`src/rtl/noc_credit_tx_if.sv`:
```
// Flit link bundle: source-side handshake into the credit transmitter and the
// strobed flit/credit pair toward the downstream router input.
interface noc_credit_tx_if #(
    parameter int unsigned FLIT_WIDTH = 32,
    parameter int unsigned DEST_WIDTH = 1
);
    logic [FLIT_WIDTH-1:0] in_data;
    logic [DEST_WIDTH-1:0] in_dest;
    logic                  in_last;
    logic                  in_valid;
    logic                  in_ready;

    logic [FLIT_WIDTH-1:0] data_out;
    logic [DEST_WIDTH-1:0] dest_out;
    logic                  is_tail_out;
    logic                  send_out;
    logic                  credit_in;

    // Driver of flits and consumer of the router-side strobe.
    modport master (
        output in_data, in_dest, in_last, in_valid, credit_in,
        input  in_ready, data_out, dest_out, is_tail_out, send_out
    );

    // The transmitter itself.
    modport slave (
        input  in_data, in_dest, in_last, in_valid, credit_in,
        output in_ready, data_out, dest_out, is_tail_out, send_out
    );
endinterface

```
`src/rtl/noc_credit_tx.sv`:
```
// Credit-based flit transmitter: forwards flits to a router input one cycle after
// acceptance, tracks downstream buffer credits and packet destination per packet.
module noc_credit_tx #(
    parameter int unsigned FLIT_WIDTH        = 32,
    parameter int unsigned DEST_WIDTH        = 1,
    parameter int unsigned FLIT_BUFFER_DEPTH = 4,
    localparam int unsigned CreditWidth      = $clog2(FLIT_BUFFER_DEPTH + 1)
) (
    input  logic                   clk,
    input  logic                   rst_n,
    noc_credit_tx_if.slave         link,
    output logic [CreditWidth-1:0] credits,
    output logic                   pkt_active,
    output logic                   credit_err
);
    localparam logic [CreditWidth-1:0] MaxCredits = CreditWidth'(FLIT_BUFFER_DEPTH);
    localparam logic [CreditWidth-1:0] CreditOne  = CreditWidth'(1);

    typedef enum logic {StIdle, StBody} state_e;

    state_e                 state_q, state_d;
    logic [CreditWidth-1:0] credits_q, credits_d;
    logic                   err_q, err_d;
    logic [DEST_WIDTH-1:0]  dest_lat_q;
    logic [FLIT_WIDTH-1:0]  data_q;
    logic [DEST_WIDTH-1:0]  dest_q;
    logic                   tail_q;
    logic                   send_q;
    logic [DEST_WIDTH-1:0]  dest_eff;
    logic                   transfer;

    // Ready depends only on registered credits, never on same-cycle inputs.
    assign link.in_ready = (credits_q != '0);
    assign transfer      = link.in_valid && link.in_ready;

    // FSM state register.
    always_ff @(posedge clk or negedge rst_n) begin
        if (!rst_n) begin
            state_q <= StIdle;
        end else begin
            state_q <= state_d;
        end
    end

    // FSM next-state logic.
    always_comb begin
        state_d = state_q;
        if (transfer) begin
            unique case (state_q)
                StIdle:  state_d = link.in_last ? StIdle : StBody;
                StBody:  state_d = link.in_last ? StIdle : StBody;
                default: state_d = StIdle;
            endcase
        end
    end

    // FSM outputs: head flits take in_dest, body/tail flits reuse the latched one.
    always_comb begin
        pkt_active = (state_q == StBody);
        dest_eff   = (state_q == StIdle) ? link.in_dest : dest_lat_q;
    end

    // A simultaneous send and credit return cancel; overflow is sticky.
    always_comb begin
        credits_d = credits_q;
        err_d     = err_q;
        case ({transfer, link.credit_in})
            2'b10: credits_d = credits_q - CreditOne;
            2'b01: begin
                if (credits_q == MaxCredits) begin
                    err_d = 1'b1;
                end else begin
                    credits_d = credits_q + CreditOne;
                end
            end
            default: ;
        endcase
    end

    always_ff @(posedge clk or negedge rst_n) begin
        if (!rst_n) begin
            credits_q  <= MaxCredits;
            err_q      <= 1'b0;
            dest_lat_q <= '0;
            data_q     <= '0;
            dest_q     <= '0;
            tail_q     <= 1'b0;
            send_q     <= 1'b0;
        end else begin
            credits_q <= credits_d;
            err_q     <= err_d;
            send_q    <= transfer;
            if (transfer) begin
                data_q <= link.in_data;
                dest_q <= dest_eff;
                tail_q <= link.in_last;
                if (state_q == StIdle) begin
                    dest_lat_q <= link.in_dest;
                end
            end
        end
    end

    assign link.data_out    = data_q;
    assign link.dest_out    = dest_q;
    assign link.is_tail_out = tail_q;
    assign link.send_out    = send_q;
    assign credits          = credits_q;
    assign credit_err       = err_q;
endmodule

```
`src/flat_wrapper.sv`:
```
// flat-port wrapper written by rule: the top's interface ports become plain ports
module noc_credit_tx_flat 
#(
    parameter int unsigned FLIT_WIDTH        = 32,
    parameter int unsigned DEST_WIDTH        = 1,
    parameter int unsigned FLIT_BUFFER_DEPTH = 4,
    localparam int unsigned CreditWidth      = $clog2(FLIT_BUFFER_DEPTH + 1)
)
  (clk, rst_n, credits, pkt_active, credit_err, link_in_data, link_in_dest, link_in_last, link_in_valid, link_credit_in, link_in_ready, link_data_out, link_dest_out, link_is_tail_out, link_send_out);
  noc_credit_tx_if #(.FLIT_WIDTH(FLIT_WIDTH), .DEST_WIDTH(DEST_WIDTH)) link_i ();
  input  logic clk;
  input  logic rst_n;
  output logic [CreditWidth-1:0] credits;
  output logic pkt_active;
  output logic credit_err;
  input wire logic [$bits(link_i.in_data)-1:0] link_in_data;
  input wire logic [$bits(link_i.in_dest)-1:0] link_in_dest;
  input wire logic [$bits(link_i.in_last)-1:0] link_in_last;
  input wire logic [$bits(link_i.in_valid)-1:0] link_in_valid;
  input wire logic [$bits(link_i.credit_in)-1:0] link_credit_in;
  output wire logic [$bits(link_i.in_ready)-1:0] link_in_ready;
  output wire logic [$bits(link_i.data_out)-1:0] link_data_out;
  output wire logic [$bits(link_i.dest_out)-1:0] link_dest_out;
  output wire logic [$bits(link_i.is_tail_out)-1:0] link_is_tail_out;
  output wire logic [$bits(link_i.send_out)-1:0] link_send_out;
  assign link_i.in_data = link_in_data;
  assign link_i.in_dest = link_in_dest;
  assign link_i.in_last = link_in_last;
  assign link_i.in_valid = link_in_valid;
  assign link_i.credit_in = link_credit_in;
  assign link_in_ready = link_i.in_ready;
  assign link_data_out = link_i.data_out;
  assign link_dest_out = link_i.dest_out;
  assign link_is_tail_out = link_i.is_tail_out;
  assign link_send_out = link_i.send_out;
  noc_credit_tx #(.FLIT_WIDTH(FLIT_WIDTH), .DEST_WIDTH(DEST_WIDTH), .FLIT_BUFFER_DEPTH(FLIT_BUFFER_DEPTH)) u_core (.clk(clk), .rst_n(rst_n), .link(link_i), .credits(credits), .pkt_active(pkt_active), .credit_err(credit_err));
endmodule
```
`config.mk`:
```
export PLATFORM = sky130hd
export DESIGN_NAME = noc_credit_tx_flat
export DESIGN_NICKNAME = d
export VERILOG_FILES = /design/src/rtl/noc_credit_tx_if.sv /design/src/rtl/noc_credit_tx.sv /design/src/flat_wrapper.sv
export SDC_FILE = /design/constraint.sdc
export NUM_CORES = 1
export LEC_CHECK = 0
export ABC_AREA = 1
export BUFFER_PORTS_ARGS = -buffer_cell sky130_fd_sc_hd__buf_2
export CAP_MARGIN = 15
export CORE_AREA = 3 3 63 65
export DETAILED_ROUTE_END_ITERATION = 8
export DIE_AREA = 0 0 66 68
export PLACE_DENSITY = 0.8
export SLEW_MARGIN = 20
export SYNTH_ARGS = -nofsm -noshare
export SYNTH_HDL_FRONTEND = slang
export SYNTH_SLANG_ARGS = --single-unit
```
`constraint.sdc`:
```
create_clock -name clk -period 3.8 [get_ports clk]
set_input_delay 0.57 -clock clk [delete_from_list [all_inputs] [get_ports clk]]
set_output_delay 0.57 -clock clk [all_outputs]
set_load 0.1 [all_outputs]
```
## After elaboration in Yosys (flattened, before gate mapping)

Index checks and enable logic that the tools add are counted.

- Flip-flop bits (word level): 40
- Input bits: 38

- Add/sub/neg operators: 2
- Equal/unequal tests: 4
- Multiplexer cells: 3
- Bitwise logic cells: 1
- Reduce and logical (&&, ||, !) cells: 6

Operator list:

| cell | count |
|---|---|
| $pmux W3 S2 | 1 |
| $reduce_and A2 Y1 | 3 |
| $add A3 B1 Y3 const B | 1 |
| $eq A3 B3 Y1 const B | 1 |
| $mux W3 | 1 |
| $reduce_bool A3 Y1 | 1 |
| $sub A3 B1 Y3 const B | 1 |
| $eq A2 B1 Y1 const B | 1 |
| $eq A2 B2 Y1 const B | 1 |
| $ne A2 B2 Y1 const B | 1 |
| $reduce_bool A2 Y1 | 1 |
| $logic_and A1 B1 Y1 | 1 |
| $mux W1 | 1 |
| $not A1 Y1 | 1 |

## Depth between registers and ports, before layout

Gate-level depths: netlist (run 1).

- Depth after elaboration: 5
- Mapped depth: 9
- Mapped depth without buffers: 9

## Worst setup path after synthesis (run 1)

Ideal clock, no wire load.

- Path kind: flip-flop to flip-flop
- Start point: register u_core.credits_q[0], in the netlist u_core.credits[0]
- End point: register u_core.credits_q[2], in the netlist u_core.credits[2]
- Arrival time: 2.454 ns
- Data required time: 3.739 ns
- Slack: 1.285 ns
- Cell stages (with the launch flop): 10
- Buffers on the path: 0
- Period minus slack after synthesis: 2.515 ns
- Cells stage by stage: dfrtp_1 -> nor2_2 -> nand2_2 -> nand2_4 -> nand2_1 -> fa_1 -> nand3b_4 -> nand3_1 -> nand2_1 -> nand2_1

- Word-level cells in the longest chain between the ends: 5

Ends and longest elaborated chain:

| what | line | RTL |
|---|---|---|
| start: declaration | noc_credit_tx.sv:22 | `logic [CreditWidth-1:0] credits_q, credits_d;` |
| start signal: assignment | noc_credit_tx.sv:82 | `credits_q <= MaxCredits;` |
| start signal: assignment | noc_credit_tx.sv:90 | `credits_q <= credits_d;` |
| $reduce_bool A3 Y1 * | noc_credit_tx.sv:33 | `assign link.in_ready = (credits_q != '0);` |
| net link_in_ready | flat_wrapper.sv:21 | `output wire logic [$bits(link_i.in_ready)-1:0] link_in_ready;` |
| $logic_and A1 B1 Y1 * | noc_credit_tx.sv:34 | `assign transfer = link.in_valid && link.in_ready;` |
| $eq A2 B1 Y1 or $eq A2 B2 Y1 (tied branches) | noc_credit_tx.sv:67 | `case ({transfer, link.credit_in})` |
| $ne A2 B2 Y1 (no line) or $reduce_bool A2 Y1 (tied branches) | - |  |
| $reduce_and A2 Y1 (no line) | - |  |

The timed path passes the listed nets; every way through them passes the cells marked *. The select of a mux whose other input is x is not followed.
A chain may end at the register's enable or synchronous reset.

## Final worst setup path (run 1)

- Start point: register u_core.credits_q[0], in the netlist u_core.credits[0]
- End point: register u_core.credits_q[2], in the netlist u_core.credits[2]

- Word-level cells in the longest chain between the ends: 5

Ends and longest elaborated chain:

| what |
|---|
| branches (longest 5 deep; another with $add A3 B1 Y3) |

Several ways; the timed one is not identified. The select of a mux whose other input is x is not followed.

==> results of run 1 <==
## metrics by stage
step	hold WS (ps)	std cells	util (%)
finish	332.3	295	60.91
global route	366.3	295	60.91
CTS	354.4	295	60.91
detailed placement	460.0	288	58.99
global placement	458.9	288	58.99
floorplan	274.4	171	-
## state kept, by name (all words and copies together) (netlist names)
register,flops
u_core.link.send_out,1
u_core.credit_err,1
u_core.dest_lat_q,1
u_core.credits,3
u_core.pkt_active,1
u_core.link.data_out,32
u_core.link.is_tail_out,1
## critical path, cell delays in order, from the launching register on
cell	delay [ps]
dfrtp_1	450
nor2_2	160
nand2_2	90
nand2_4	340
nand2_1	180
fa_1	420
nand3b_4	170
nand3_1	100
nand2_1	50
nand2_1	50
## final timing paths
| kind | from | end | slack, ps | cells past startpoint |
|---|---|---|---|---|
| min | rst_n | u_core.link.data_out[25]$_DFFE_PN0P_ | 330 | 1 |
| max reg2reg | u_core.credits[0]$_DFFE_PN0P_ | u_core.credits[2]$_DFFE_PN1P_ | 1750 | 9 |
| max | u_core.credits[0]$_DFFE_PN0P_ | u_core.credits[2]$_DFFE_PN1P_ | 1750 | 9 |
| min in group clk | link_in_data[10] | u_core.link.data_out[10]$_DFFE_PN0P_ | 420 | 3 |
| min reg2reg | u_core.credits[2]$_DFFE_PN1P_ | u_core.credits[2]$_DFFE_PN1P_ | 480 | 2 |
| max in group asynchronous | rst_n | u_core.dest_lat_q$_DFFE_PN0P_ | 2950 | 1 |
## layout make-up
class                      instances  area [um2]  area share [%]
multi-input combinational        122       541.8           26.24
tap                               46       57.56           2.788
timing repair buffer              78       390.4           18.91
inverter                           2       7.507          0.3636
clock buffer                       7       65.06           3.152
sequential                        40        1002           48.55
## layer usage
metal  GRT usage, %  wire, um  vias up  share of wire, %
met3          5.747       304        5               9.7
met1          19.89      1421      567                45
met2          23.40      1385       54                44
met4          5.330        38        0               1.2
met5              0         0        -                 0
li1               -         -      682                 -
## cell families (layout without fill, tap and decap cells)
family	Yosys count	after routing	share of synthesized area, %
compound gates	3	3	1.078
simple gates	116	116	29.56
flops	40	40	61.66
xor+xnor	1	1	0.5390
mux	1	1	0.9235
fa+ha+maj	1	1	1.232
buf+inv	9	87	5.003
## cells in the final DEF, fill, tap and decap left out, drive strengths merged, types with 2 or more instances in the layout
cell    instances
nand2         108
clkbuf          7
inv             2
nand3b          3
dfrtp          39
o21ai           2
nand3           3
buf            78
==> summary.txt, run 1 <==
Run status
  • Status: finished clean

Synth
  • Primary FF master, synth: dfrtp_1
  • Top cell type's share of synthesized area: 60.05%
  • Async set or reset register ratio after synthesis: 100.0%
  • Synthesis-stage register bit count: 40
  • Mean Syn Cell Area: roughly 9.5 um2
  • Most common library cells after synthesis: nand2_1 (105), dfrtp_1 (39), buf_2 (3), nand3_1 (3)
  • Post-synthesis cell type count: 21
  • Post-synth EDFFs: 0
  • Count leader, synth: nand2_1
  • Syn Inst Count: roughly 170
  • Synthesized Nets: between 200 and 250
  • Yosys warning total: 0
  • Mapped cell area: roughly 0.0016 mm2
  • Synth top area cells: dfrtp_1 (60%), nand2_1 (24%), clkbuf_8 (1.7%), dfstp_2 (1.6%), buf_12 (1.2%)
  • Register area share after synthesis: 61.66%
  • Post-synth top area cell: dfrtp_1

STA
  • Slew Viols, Final: 0
  • # setup viols final: 0
  • Worst setup margin: roughly 1700 ps
  • RSZ-0062 raised after global routing: false
  • Slew headroom: roughly 45%
  • Hold violation count in the final report: 0
  • Tmin final: approximately 2100 ps
  • Period utilization: between 50% and 60%
  • Worst slew pin tran: about 830 ps
  • Final Skew: 7.237 ps
  • Final setup TNS: 0 ps
  • Maximum clock frequency: between 400 and 500 MHz

Global routing
  • Initial antenna violation count: 0
  • Pin count of the biggest net entering global routing: roughly 40
  • Grt total ovfl: 0
  • First-pass GRT wire length: between 5 and 6 mm
  • Vias in the first global route: about 1,100
  • Total GRT Usage: between 10% and 20%

Die
  • Vertical die dimension: approximately 70 um
  • Boundary Pins: 79
  • Full die area: 0.004488 mm2
  • Initial Util: approximately 48%
  • Core region area: ~0.0034 mm2
  • # rows: 21
  • Die Span X: ~66 um

Placed design
  • Port bufs: 78
  • Placer Congestion: 0.7723
  • Dpl ws: around 1700 ps
  • Post-DP HPWL: ~2.3 mm
  • Placed cell area: ~0.002 mm2

CTS
  • Htree depth: 2
  • TritonCTS clock tree: yes
  • Clk root buf: clkbuf_4
  • Clock sink count: 40
  • Clk_lat worst skew: about 330 ps
  • Clock tree buffer depth: 2
  • CTS clk-pin slew, worst paths: between 100 and 150 ps
  • Post-CTS sizing: 0
  • Hold buffers post-CTS: 0
  • CTS Buf Count: 5
  • Setup Buffers After CTS: 0

Layout
  • Final Cell Area: between 0.002 and 0.0025 mm2
  • Layout Area Growth over Synthesis: 27.02%
  • NumNets Final: about 290
  • Fillcell total: between 300 and 400
  • # diodes: 0
  • Fraction of layout cells with a size suffix above 1: between 30 and 40%

Setup path
  • Worst EP required: between 4000 and 5000 ps
  • Crit path arrival time: about 2300 ps
  • Worst setup SP type: flip-flop
  • Setup Crit Path Kind: reg2reg
  • CP Capture Type: flip-flop
  • CP Max Fanout: 40

Detailed routing
  • Via count: 1,308
  • Post-DR wirelength/cell: approximately 11 um
  • Number of vias per cell: between 4 and 5
  • ANT nets after route: 0
  • WL final: 3.150 mm
  • DRC viols: 0
  • DRT iter0 DRCs: 90
  • Drt pass-1 iters: 4

Flow run
  • Max-cap violations: 0

Hold path
  • Hold Path Class: in2async
Power of run 1 is left out: the tool's default activity adds up to more than one toggle a clock period on the data nets, which glitch-free logic cannot reach.
==> run 2: changes to the inputs <==
CORE_AREA = 3 3 67 69   (was 3 3 63 65)
DIE_AREA = 0 0 70 72   (was 0 0 66 68)
PLACE_DENSITY = 0.74   (was 0.8)
clock period = 1.7 ns   (was 3.8 ns; I/O delays follow)
==> run 2 against run 1 <==
Non-clock buffer count grew 9. First-iteration DRC count shrank 11%. Die area grew 12%. Core utilization shrank 4.2 points. Cell count grew 4.7%. Worst setup slack lost 1700 ps. Hold slack lost 170 ps. Sequential share of layout area shrank 3.5 points. Critical path depth is the same. Sequential cell count is the same. Clock-buffer cell count shrank 1. Critical endpoint unchanged.
==> summary.txt, run 2 (same netlist as run 1, synthesis figures left out) <==
Run status
  • Status: finished clean

Die
  • Vertical die dimension: around 70 um
  • Initial Util: between 40% and 50%
  • Die Span X: around 70 um
  • Boundary Pins: 79
  • # rows: 23
  • Core region area: 0.003971 mm2
  • Full die area: approximately 0.005 mm2

STA
  • Worst slew pin tran: between 400 and 500 ps
  • # setup viols final: 0
  • Hold violation count in the final report: 0
  • Maximum clock frequency: 604.1 MHz
  • Final Skew: about 7.3 ps
  • Tmin final: about 1700 ps
  • Final setup TNS: 0 ps
  • Period utilization: between 90% and 100%
  • RSZ-0062 raised after global routing: true
  • Slew headroom: 67.37%
  • Slew Viols, Final: 0

Global routing
  • Global-route met2 utilization: a little under a quarter
  • Vias in the first global route: around 1,300
  • Initial antenna violation count: 0
  • Pin count of the biggest net entering global routing: 25
  • Layer with the highest usage: met2
  • M1 GR Usage: between 10% and 20%
  • First-pass GRT wire length: roughly 5.7 mm
  • M3 GR Usage: 3.878%
  • Total GRT Usage: between 10% and 20%
  • Grt total ovfl: 0

CTS
  • Clk_lat worst skew: roughly 280 ps
  • Clock tree buffer depth: 2
  • CTS clk-pin slew, worst paths: 80 ps
  • Htree depth: 2
  • Clk root buf: clkbuf_8
  • TritonCTS clock tree: yes
  • Clock sink count: 40
  • CTS Buf Count: 5

Layout
  • Most frequent cells in the layout: nand2_1 (104), buf_2 (77), dfrtp_1 (37), clkbuf_8 (6), buf_4 (6)
  • Utilization after layout: between 50% and 60%
  • NumNets Final: between 200 and 300
  • Fillcell total: roughly 370
  • # diodes: 0
  • Post-Layout Cell Count: 309
  • Max reg flops: 32
  • Fraction of layout cells with a size suffix above 1: approximately two fifths
  • Layout Area Growth over Synthesis: 38.57%
  • Most common cell after layout, fill and taps aside: nand2_1

Placed design
  • Post-placement cell count: slightly below 300
  • Post-DP HPWL: ~2.5 mm
  • Placer Congestion: 0.8071
  • Port bufs: 78

Hold path
  • Hold Path Class: in2reg

Detailed routing
  • Post-DR wirelength/cell: roughly 11 um
  • DRC viols: 0
  • ANT nets after route: 0
  • Number of vias per cell: 4.411
  • DRT iter0 DRCs: 80
  • WL final: 3.408 mm
  • Via count: about 1,400
  • Drt pass-1 iters: 4

Setup path
  • Worst EP required: a little under 2000 ps
  • Crit-path leading delay family: simple AND/OR/NAND/NOR gates
  • Slowest library cell on the worst path: dfrtp_4
  • Crit path arrival time: 1890 ps
  • CP Capture Type: flip-flop
  • CP Max Fanout: 4
  • Setup Crit Path Kind: reg2reg
  • Crit path cell chain: nor2_4 > nand2_8 > nand2_8 > nand2_4 > fa_2 > nand3b_4 > nand3_2 > nand2_1 > nand2_1
  • WP buf/inv: 0
  • Worst setup SP type: flip-flop
  • Crit path largest cell delay: roughly 510 ps

Flow run
  • Max-cap violations: 0
## run 2: final timing paths
path	start	end	slack, ps	cells past startpoint
max in group asynchronous	rst_n	u_core.link.data_out[29]$_DFFE_PN0P_	800	3
min in group asynchronous	rst_n	u_core.link.data_out[23]$_DFFE_PN0P_	440	2
hold / removal	link_in_data[5]	u_core.link.data_out[5]$_DFFE_PN0P_	160	3
hold reg to reg	u_core.link.data_out[20]$_DFFE_PN0P_	u_core.link.data_out[20]$_DFFE_PN0P_	480	2
setup reg to reg	u_core.credits[0]$_DFFE_PN0P_	u_core.credits[2]$_DFFE_PN1P_	40	9
setup / recovery	u_core.credits[0]$_DFFE_PN0P_	u_core.credits[2]$_DFFE_PN1P_	40	9
## run 2: what timing repair did
item / CTS / global route
endpoints found under the setup margin: 0 / 4
hold endpoints to repair: 15 / 0
setup buffers: 0 / 3
hold buffers: 1 / 0
resized for setup: 0 / 2
## run 2: worst register-to-register path, stage by stage (launching register included)
cell and delay, ps:
dfrtp_4 510, nor2_4 180, nand2_8 80, nand2_8 70
nand2_4 60, fa_2 390, nand3b_4 160, nand3_2 60
nand2_1 40, nand2_1 50
## run 2: per-stage QoR
stage,instance area [um2],worst slack [ps],hold WS (ps)
floorplan,1674,-209.8,-40.59
global placement,2118,96.79,215.5
detailed placement,2118,53.48,214.4
CTS,2221,43.64,148.5
global route,2252,-11.88,163.1
finish,2252,44.55,159.4
## run 2: layout make-up
class	instances	area [um2]	share of cell area, %
multi-input combinational	122	584.3	25.94
clock inverter	2	10.01	0.4444
clock buffer	6	82.58	3.667
tap	50	62.56	2.778
sequential	40	1013	45.00
inverter	2	7.507	0.3333
timing repair buffer	87	491.7	21.83
## run 2: metal layers
metal	vias up	wire length (um)
met5	-	0
met4	0	34
met3	4	263
met2	52	1589
met1	613	1521
li1	694	-
Power of run 2 is left out for the same reason.
==> run 3: changes to the inputs <==
CORE_AREA = 3 3 65 67   (was 3 3 67 69)
DIE_AREA = 0 0 68 70   (was 0 0 70 72)
PLACE_DENSITY = 0.75   (was 0.74)
clock period = 1.6 ns   (was 1.7 ns; I/O delays follow)
==> run 3 against run 2 <==
Critical path depth stayed put. Routed wire length increased by 1.9%. Via count rose by 1.1%. Die area fell by 5.6%. Core utilization is 5.3 points higher. First-iteration DRC count grew 25%. Hold slack got worse by 18 ps. Clock skew decreased by 1.5 ps. Worst setup slack got worse by 38 ps. Sequential cell count unchanged. Non-clock buffer count grew 5. Sequential share of layout area decreased by 0.66 points. Critical path type unchanged. Critical endpoint unchanged.
==> summary.txt, run 3 (same netlist as run 1, synthesis figures left out) <==
Placed design
  • Dpl ws: -32.67 ps
  • Post-placement cell count: just under 300
  • Placed cell area: roughly 0.0021 mm2
  • Port bufs: 78
  • Placer Congestion: slightly above 0.8
  • Post-DP HPWL: approximately 2.6 mm

CTS
  • CTS clk-pin slew, worst paths: about 70 ps
  • Clk root buf: clkbuf_8
  • Htree depth: 2
  • TritonCTS clock tree: yes
  • Clock sink count: 40
  • Clock tree buffer depth: 2
  • CTS Buf Count: 5
  • Clk_lat worst skew: ~280 ps

Detailed routing
  • WL final: 3.474 mm
  • Via count: ~1,400
  • DRC viols: 0
  • Drt pass-1 iters: 4
  • ANT nets after route: 0
  • Number of vias per cell: 4.431
  • DRT iter0 DRCs: 100
  • Post-DR wirelength/cell: between 10 and 15 um

Setup path
  • Crit path cell chain: nor2_4 > nand2_8 > nand2_8 > nand2_4 > fa_2 > nand3b_4 > nand3_2 > nand2_1 > nand2_1
  • Slack of the worst reg-to-reg path: about 6.3 ps
  • Crit path largest cell delay: 490 ps
  • Crit-path leading delay family: simple AND/OR/NAND/NOR gates
  • Worst EP required: about 1800 ps
  • Worst setup SP type: flip-flop
  • CP Capture Type: flip-flop
  • WP buf/inv: 0
  • Slowest library cell on the worst path: dfrtp_4
  • Crit path arrival time: around 1800 ps
  • CP Max Fanout: 5
  • Setup Crit Path Kind: reg2reg

Die
  • Die Span X: about 68 um
  • Boundary Pins: ~80
  • # rows: 22
  • Vertical die dimension: ~70 um
  • Core region area: roughly 0.0037 mm2
  • Full die area: about 0.0048 mm2
  • Initial Util: 44.06%

STA
  • Slew headroom: between 60% and 70%
  • Worst slew pin tran: about 530 ps
  • Final setup TNS: 0 ps
  • Slew Viols, Final: 0
  • Final Skew: just under 6 ps
  • # setup viols final: 0
  • Period utilization: 99.60%
  • Worst setup margin: ~6.3 ps
  • Tmin final: between 1500 and 2000 ps
  • RSZ-0062 raised after global routing: true
  • Maximum clock frequency: roughly 630 MHz
  • Hold violation count in the final report: 0

Layout
  • Post-Layout Cell Count: 311
  • Max reg flops: 32
  • Fraction of layout cells with a size suffix above 1: between 40% and 50%
  • Layout Area Growth over Synthesis: 40.65%
  • Final Cell Area: approximately 0.0023 mm2
  • Most common cell after layout, fill and taps aside: nand2_1
  • Most frequent cells in the layout: nand2_1 (104), buf_2 (75), dfrtp_1 (37), buf_4 (12), clkbuf_8 (5)
  • NumNets Final: between 300 and 400
  • Fillcell total: approximately 350
  • # diodes: 0

Global routing
  • Pin count of the biggest net entering global routing: 35
  • First-pass GRT wire length: 5.451 mm
  • Total GRT Usage: between 10% and 20%
  • Vias in the first global route: roughly 1,200
  • Grt total ovfl: 0
  • Initial antenna violation count: 0

Flow run
  • Max-cap violations: 0

Hold path
  • Hold Path Class: in2reg

Run status
  • Status: finished clean
## run 3: cell count changes in the layout (fill, tap and decap cells not counted)
cell	change
buf_12	+1
clkbuf_8	-1
clkbuf_4	+1
clkbuf_1	+1
buf_6	-1
buf_4	+6
clkinv_2	-1
buf_2	-2
## run 3: cell type report
class	count	area, um2	share of cell area [%]
clock buffer	6	72.57	3.175
clock inverter	1	5.005	0.2189
inverter	2	7.507	0.3284
multi-input combinational	122	584.3	25.56
sequential	40	1013	44.33
tap	48	60.06	2.627
timing repair buffer	92	543.0	23.75
## run 3: worst min-delay path: stages
cell	delay [ps]
buf_2	70
nand2_1	40
nand2_1	40
## run 3: final timing paths
path,startpoint,to,cells after the start
worst max register to register,u_core.credits[1]$_DFFE_PN0P_,u_core.credits[2]$_DFFE_PN1P_,9
worst max-delay path,u_core.credits[1]$_DFFE_PN0P_,u_core.credits[2]$_DFFE_PN1P_,9
worst min-delay path,link_in_data[4],u_core.link.data_out[4]$_DFFE_PN0P_,3
worst min register to register,u_core.link.data_out[6]$_DFFE_PN0P_,u_core.link.data_out[6]$_DFFE_PN0P_,2
min in group asynchronous,rst_n,u_core.link.data_out[16]$_DFFE_PN0P_,2
max in group asynchronous,rst_n,u_core.link.data_out[13]$_DFFE_PN0P_,3
## run 3: per-stage QoR
stage | hold WS (ps) | utilization, %
after floorplan | -55.59 | -
after global placement | 209.1 | 58.18
final | 141.5 | 61.97
after global routing | 141.1 | 61.97
after CTS | 133.8 | 61.50
after detailed placement | 211.4 | 58.18
## run 3: what timing repair did
| action | CTS | global route |
|---|---|---|
| buffers inserted | 4 | 2 |
| gates resized for setup | 1 | 1 |
| hold buffers | 1 | 0 |
| endpoints found under the setup margin | 2 | 9 |
| pin swaps | 6 | 4 |
| gates cloned | 0 | 0 |
| hold endpoints to repair | 17 | 0 |
## run 3: per-layer routing
metal  vias up  global-route usage, %  share of wire (%)
li1        704                      -                  -
met5         -                      0                  0
met1       616                  19.45                 43
met3         5                  3.859                8.5
met4         0                  5.960                1.1
met2        53                  23.88                 47
Power of run 3 is left out for the same reason.
